`config.mk`:
```
export PLATFORM = sky130hd
export DESIGN_NAME = farbborg_scanner
export DESIGN_NICKNAME = d
export VERILOG_FILES = /design/src/rtl/farbborg_pkg.sv /design/src/rtl/farbborg_pwm_compare.sv /design/src/rtl/farbborg_scanner.sv
export SDC_FILE = /design/constraint.sdc
export NUM_CORES = 1
export LEC_CHECK = 0
export ABC_AREA = 1
export BUFFER_PORTS_ARGS = -buffer_cell sky130_fd_sc_hd__buf_2
export CORE_AREA = 3 3 85 87
export DETAILED_ROUTE_END_ITERATION = 7
export DIE_AREA = 0 0 88 90
export HOLD_SLACK_MARGIN = 0.08
export PLACE_DENSITY = 0.78
export SLEW_MARGIN = 40
export SYNTH_ARGS = -nofsm -noshare
export SYNTH_HDL_FRONTEND = slang
export SYNTH_SLANG_ARGS = --single-unit
```
`constraint.sdc`:
```
create_clock -name clk_i -period 1.9 [get_ports clk_i]
set_input_delay 0.095 -clock clk_i [delete_from_list [all_inputs] [get_ports clk_i]]
set_output_delay 0.095 -clock clk_i [all_outputs]
set_load 0.02 [all_outputs]
```
`src/rtl/farbborg_pkg.sv`:
```
// Shared types and constants for the farbborg LED-cube frame-buffer scanner.
package farbborg_pkg;

    localparam int NUM_LAYERS      = 8;
    localparam int WORDS_PER_LAYER = 16;
    localparam int NUM_CHAINS      = 8;
    localparam int LAYER_W         = 3;
    localparam int WORD_W          = 4;

    typedef enum logic [2:0] {
        IDLE,
        ADDR,
        WAIT,
        DATA,
        CLK_HI,
        CLK_LO,
        LATCH,
        HOLD
    } scan_state_e;

    function automatic logic [NUM_LAYERS-1:0] layer_onehot(input logic [LAYER_W-1:0] layer);
        logic [NUM_LAYERS-1:0] v;
        v        = '0;
        v[layer] = 1'b1;
        return v;
    endfunction

endpackage

```
`src/rtl/farbborg_pwm_compare.sv`:
```
// Threshold compare of the top PWM_BITS of each byte of a frame-buffer word,
// one result bit per driver chain. Purely combinational.
module farbborg_pwm_compare
    import farbborg_pkg::*;
#(
    parameter int PWM_BITS = 8
) (
    input  logic [8*NUM_CHAINS-1:0] word_i,
    input  logic [PWM_BITS-1:0]     threshold_i,
    output logic [NUM_CHAINS-1:0]   bits_o
);

    always_comb begin
        bits_o = '0;
        for (int unsigned k = 0; k < NUM_CHAINS; k++) begin
            bits_o[k] = (word_i[8*k+7 -: PWM_BITS] > threshold_i);
        end
    end

endmodule

```
`src/rtl/farbborg_scanner.sv`:
```
// LED-cube scanner: reads the frame buffer, shifts threshold-PWM planes into the
// driver chains, latches and holds each plane. Define FARBBORG_LAYER_BLANK_EN to blank layers while shifting.
module farbborg_scanner
    import farbborg_pkg::*;
#(
    parameter int PWM_BITS    = 8,
    parameter int HOLD_CYCLES = 64
) (
    input  logic                          clk_i,
    input  logic                          reset_i,
    input  logic                          enable_i,
    output logic [LAYER_W+WORD_W-1:0]     ram_addr_o,
    input  logic [8*NUM_CHAINS-1:0]       ram_data_i,
    output logic [NUM_CHAINS-1:0]         sd_o,
    output logic                          sclk_o,
    output logic                          latch_o,
    output logic [NUM_LAYERS-1:0]         layer_o,
    output logic                          frame_done_o
);

    localparam int                     HOLD_W  = $clog2(HOLD_CYCLES + 1);
    localparam logic [PWM_BITS-1:0]    THR_MAX = PWM_BITS'((1 << PWM_BITS) - 2);
    localparam logic [HOLD_W-1:0]      HOLD_LAST = HOLD_W'(HOLD_CYCLES - 1);

    scan_state_e             state_q, state_d;
    logic [LAYER_W-1:0]      layer_q, layer_d;
    logic [WORD_W-1:0]       word_q, word_d;
    logic [PWM_BITS-1:0]     thr_q, thr_d;
    logic [HOLD_W-1:0]       hold_q, hold_d;
    logic [NUM_CHAINS-1:0]   sd_q, sd_d;
    logic                    sclk_q, sclk_d;
    logic                    latch_q, latch_d;
    logic [NUM_LAYERS-1:0]   layer_sel_q, layer_sel_d;
    logic                    done_q, done_d;
    logic [NUM_CHAINS-1:0]   cmp_bits;

    farbborg_pwm_compare #(
        .PWM_BITS (PWM_BITS)
    ) u_cmp (
        .word_i      (ram_data_i),
        .threshold_i (thr_q),
        .bits_o      (cmp_bits)
    );

    always_comb begin
        state_d     = state_q;
        layer_d     = layer_q;
        word_d      = word_q;
        thr_d       = thr_q;
        hold_d      = hold_q;
        sd_d        = sd_q;
        done_d      = 1'b0;
        layer_sel_d = layer_sel_q;

        unique case (state_q)
            IDLE:   if (enable_i) state_d = ADDR;
            ADDR:   state_d = WAIT;
            WAIT: begin
                sd_d    = cmp_bits;
                state_d = DATA;
            end
            DATA:   state_d = CLK_HI;
            CLK_HI: state_d = CLK_LO;
            CLK_LO: begin
                sd_d = '0;
                if (word_q == WORD_W'(WORDS_PER_LAYER - 1)) begin
                    state_d = LATCH;
                end else begin
                    word_d  = word_q + WORD_W'(1);
                    state_d = ADDR;
                end
            end
            LATCH: begin
                word_d  = '0;
                hold_d  = '0;
                state_d = HOLD;
            end
            HOLD: begin
                if (hold_q == HOLD_LAST) begin
                    hold_d  = '0;
                    state_d = ADDR;
                    if (thr_q < THR_MAX) begin
                        thr_d = thr_q + PWM_BITS'(1);
                    end else begin
                        thr_d   = '0;
                        layer_d = layer_q + LAYER_W'(1);
                        // Frame boundary: the only place enable_i is honoured.
                        if (layer_q == LAYER_W'(NUM_LAYERS - 1)) begin
                            done_d = 1'b1;
                            if (!enable_i) state_d = IDLE;
                        end
                    end
                end else begin
                    hold_d = hold_q + HOLD_W'(1);
                end
            end
            default: state_d = IDLE;
        endcase

        sclk_d  = (state_d == CLK_HI);
        latch_d = (state_d == LATCH);

`ifdef FARBBORG_LAYER_BLANK_EN
        layer_sel_d = (state_d == HOLD) ? layer_onehot(layer_q) : '0;
`else
        if (state_q == LATCH) begin
            layer_sel_d = layer_onehot(layer_q);
        end else if (state_d == IDLE) begin
            layer_sel_d = '0;
        end
`endif
    end

    always_ff @(posedge clk_i) begin
        if (reset_i) begin
            state_q     <= IDLE;
            layer_q     <= '0;
            word_q      <= '0;
            thr_q       <= '0;
            hold_q      <= '0;
            sd_q        <= '0;
            sclk_q      <= 1'b0;
            latch_q     <= 1'b0;
            layer_sel_q <= '0;
            done_q      <= 1'b0;
        end else begin
            state_q     <= state_d;
            layer_q     <= layer_d;
            word_q      <= word_d;
            thr_q       <= thr_d;
            hold_q      <= hold_d;
            sd_q        <= sd_d;
            sclk_q      <= sclk_d;
            latch_q     <= latch_d;
            layer_sel_q <= layer_sel_d;
            done_q      <= done_d;
        end
    end

    assign ram_addr_o   = {layer_q, word_q};
    assign sd_o         = sd_q;
    assign sclk_o       = sclk_q;
    assign latch_o      = latch_q;
    assign layer_o      = layer_sel_q;
    assign frame_done_o = done_q;

endmodule

```
==> load_flow_metrics.sql <==
INSERT INTO impl_metrics (metric_group, metric, value, unit) VALUES
('global_routing', 'grt_util_all_layers', '22.0', '%'),
('setup_path', 'timing.critical_path.max_delay_family', 'flip-flops', ''),
('global_routing', 'first_global_vias', '3244', ''),
('sta', 'final_period_minus_worst_setup_slack', '1.74', 'ns'),
('setup_path', 'crit_path_top_delay_cell', 'dfxtp_1', ''),
('sta', 'timing.final.hold_violations', '0', ''),
('sta', 'post-route-period-util', '91.7', '%'),
('placement', 'global_placement_routability_congestion', '0.917', ''),
('detailed_routing', 'iteration_count_of_the_initial_detailed_routing_pass', '4', ''),
('setup_path', 'crit_top_cell', 'nand2_1', ''),
('power', 'leakage', '1.93', 'nW'),
('final_layout', 'fin_area', '0.00416', 'mm2'),
('final_layout', 'leading_cell_types_in_the_layout_fill_and_taps_excluded', 'buf_2 (92), nand2_1 (71), ha_1 (68), a21oi_1 (60), inv_1 (51)', ''),
('setup_path', 'cp-startpoint', 'thr_q[3]', ''),
('synthesis', 'synthesis.area_per_instance', '7.43', 'um2'),
('power', 'p_sw', '0.000583', 'W'),
('setup_path', 'critical_path.n_buffers_inverters', '2', ''),
('sta', 'measured_slew_at_the_worst_slew_check_pin', '0.475', 'ns'),
('run_status', 'status', 'finished clean', ''),
('die', 'die-area', '0.00792', 'mm2'),
('sta', 'slew_viol_final', '0', ''),
('die', 'die_h', '90', 'um'),
('detailed_routing', 'vias', '3401', ''),
('clocking', 'ctsRootBufferMaster', 'clkbuf_8', ''),
('placement', 'place_inst', '627', ''),
('clocking', 'cts.clk_slew.worst_paths', '0.08', 'ns'),
('setup_path', 'reg2regPathDepth', '9', ''),
('power', 'combinationalPowerShare', '20.8', '%'),
('setup_path', 'critical_path.cell_chain', 'clkinvlp_4 > buf_4 > ha_1 > nand2_1 > o21ai_0 > nand2_1 > o211ai_1 > nand3_1 > a21oi_1', ''),
('sta', 'timing.fmax', '574', 'MHz'),
('synthesis', 'synthesis.area', '0.00340', 'mm2'),
('detailed_routing', 'drt_wl_total', '8520', 'um'),
('final_layout', 'mostFrequentLayoutCell', 'buf_2', ''),
('die', 'initial_utilization', '53.0', '%'),
('global_routing', 'grt_remaining_overflow', '0', ''),
('final_layout', 'multiInputGateArea', '0.00230', 'mm2'),
('detailed_routing', 'route.detailed.drc', '0', ''),
('setup_path', 'worst_reg2reg_setup_slack', '0.16', 'ns'),
('hold_path', 'timing.hold.worst_endpoint', 'state_q[0]', ''),
('final_layout', 'nNetsFinal', '697', ''),
('final_layout', 'antenna_cells', '0', ''),
('final_layout', 'fillers', '585', ''),
('synthesis', 'yosysUniqueCellTypes', '30', ''),
('setup_path', 'critPathArrivalTime', '1.97', 'ns'),
('clocking', 'clock-sinks', '44', ''),
('hold_path', 'holdPathStages', '4', ''),
('setup_path', 'worst-endpoint-required', '2.13', 'ns'),
('setup_path', 'end_kind', 'register', ''),
('flow_run', 'maxCapViolations', '0', ''),
('clocking', 'cts_hold_buf', '0', ''),
('power', 'power-per-cell-area', '507', 'mW/mm2'),
('clocking', 'h-tree-depth', '2', ''),
('placement', 'placement.cell_area', '0.00397', 'mm2'),
('global_routing', 'largest_net_degree_at_the_start_of_global_routing', '26', ''),
('synthesis', 'synth_sequential_area_ratio', '25.9', '%'),
('global_routing', 'grt_antenna_before_repair', '0', ''),
('setup_path', 'timing_worst_setup_path_type', 'reg2reg', ''),
('die', 'rows', '29', ''),
('synthesis', 'postSynthRegisterBits', '44', ''),
('final_layout', 'finalNonFillerCells', '639', ''),
('setup_path', 'crit_reg_reg_startpoint', 'thr_q[3]', ''),
('power', 'swShare', '27.7', '%'),
('sta', 'worst_clock_skew', '0.00624', 'ns'),
('clocking', 'clock_path_buffers', '2', ''),
('setup_path', 'timing.critical_path.slowest_cell_delay', '0.44', 'ns'),
('clocking', 'clock_tree_from_tritoncts', 'done', ''),
('power', 'p_int', '0.00152', 'W'),
('detailed_routing', 'drtIter0Drc', '179', ''),
('power', 'peakVddDrop', '0.512', 'mV'),
('power', 'p_seq_share', '46.0', '%'),
('clocking', 'worst_skew_pair.late_latency', '0.29', 'ns');
-- power by group through the flow --
stage | combinational [W] | clock (W) | sequential [W]
2_1_floorplan | 0.000254 | 0 | 0.00101
3_3_place_gp | 0.000418 | 0 | 0.000991
3_5_place_dp | 0.000432 | 0 | 0.000991
4_1_cts | 0.000436 | 0.000711 | 0.000969
5_1_grt | 0.000502 | 0.000737 | 0.000974
6_report | 0.000437 | 0.000699 | 0.000970
-- worst max-delay path by stage --
stage,to,cells past startpoint
after floorplan,layer_o[1],11
after global placement,thr_q[1],10
after detailed placement,thr_q[6],10
after CTS,thr_q[6],10
after global routing,sd_o[6],9
final,sd_o[6],9
-- logic make-up (layout without fill, tap and decap cells) --
kind of cell,after synthesis,after routing,synth area share [%]
AOI/OAI and AO/OA,88,88,13.9
DFF,44,44,25.9
adders and majority gates,69,69,25.4
and+or+nand+nor,190,190,26.9
xor gates and xnor gates,3,3,0.772
buffers and inverters,64,168,7.24
-- cells in the mapped netlist (all sizes together) --
| master | n | area, um2 |
|---|---|---|
| clkbuf | 3 | 11.3 |
| ha | 69 | 863 |
| nand3 | 42 | 228 |
| a21oi | 61 | 309 |
| clkinv | 1 | 3.75 |
| nor3b | 4 | 35.0 |
| nand4 | 10 | 62.6 |
| buf | 1 | 5.00 |
| nand2 | 74 | 285 |
| xnor2 | 2 | 17.5 |
| nor2 | 39 | 190 |
| o21ai | 16 | 80.1 |
| or2 | 3 | 18.8 |
| o211ai | 8 | 60.1 |
| nor3 | 16 | 80.1 |
| nand3b | 2 | 15.0 |
| xor2 | 1 | 8.76 |
| inv | 59 | 226 |
| a211oi | 3 | 22.5 |
| dfxtp | 44 | 881 |
-- final cells by class --
type	count	share of cell area (%)
Clock inverter	2	0.843
Inverter	60	5.72
Tap cell	77	2.32
Multi-Input combinational cell	350	55.3
Sequential cell	44	21.2
Timing Repair Buffer	100	12.8
Clock buffer	6	1.75
-- worst reg2reg max path, delay by kind of cell, from the launching register on --
family	cells	cell delay (ns)
AO/OA/AOI/OAI	3	0.40
adder cells (fa/ha/maj)	1	0.28
buffers and inverters	2	0.32
flip-flops	1	0.44
AND/OR/NAND/NOR	3	0.24
-- timing repair --
action,in CTS,in global routing
gates resized for setup,0,10
buffers inserted,0,4
setup endpoints to repair,0,20
-- registers in the layout, indices dropped and copies added, names as in the netlist --
name	flops
frame_done_o	1
hold_q	7
word_q	4
layer_q	3
layer_o	8
state_q	3
sd_o	8
latch_o	1
thr_q	8
sclk_o	1
-- per-layer routing --
layer / track usage [%] / vias up / part of all wire [%]
met2: 37.4 / 76 / 50
met5: 0 / - / 0
met4: 4.60 / 0 / 1.1
li1: - / 1784 / -
met3: 3.93 / 9 / 4.8
met1: 28.8 / 1532 / 45
-- metrics by stage --
step	TNS, ns	setup WS (ns)	utilization [%]	hold WS [ns]
after detailed placement	0	0.156	61.9	0.453
after floorplan	0	0.316	-	0.368
after global placement	0	0.218	61.9	0.450
after global routing	-0.0270	-0.0270	64.7	0.223
final	0	0.157	64.7	0.205
after CTS	0	0.143	63.5	0.187
Power figures use the tool's default switching activity.
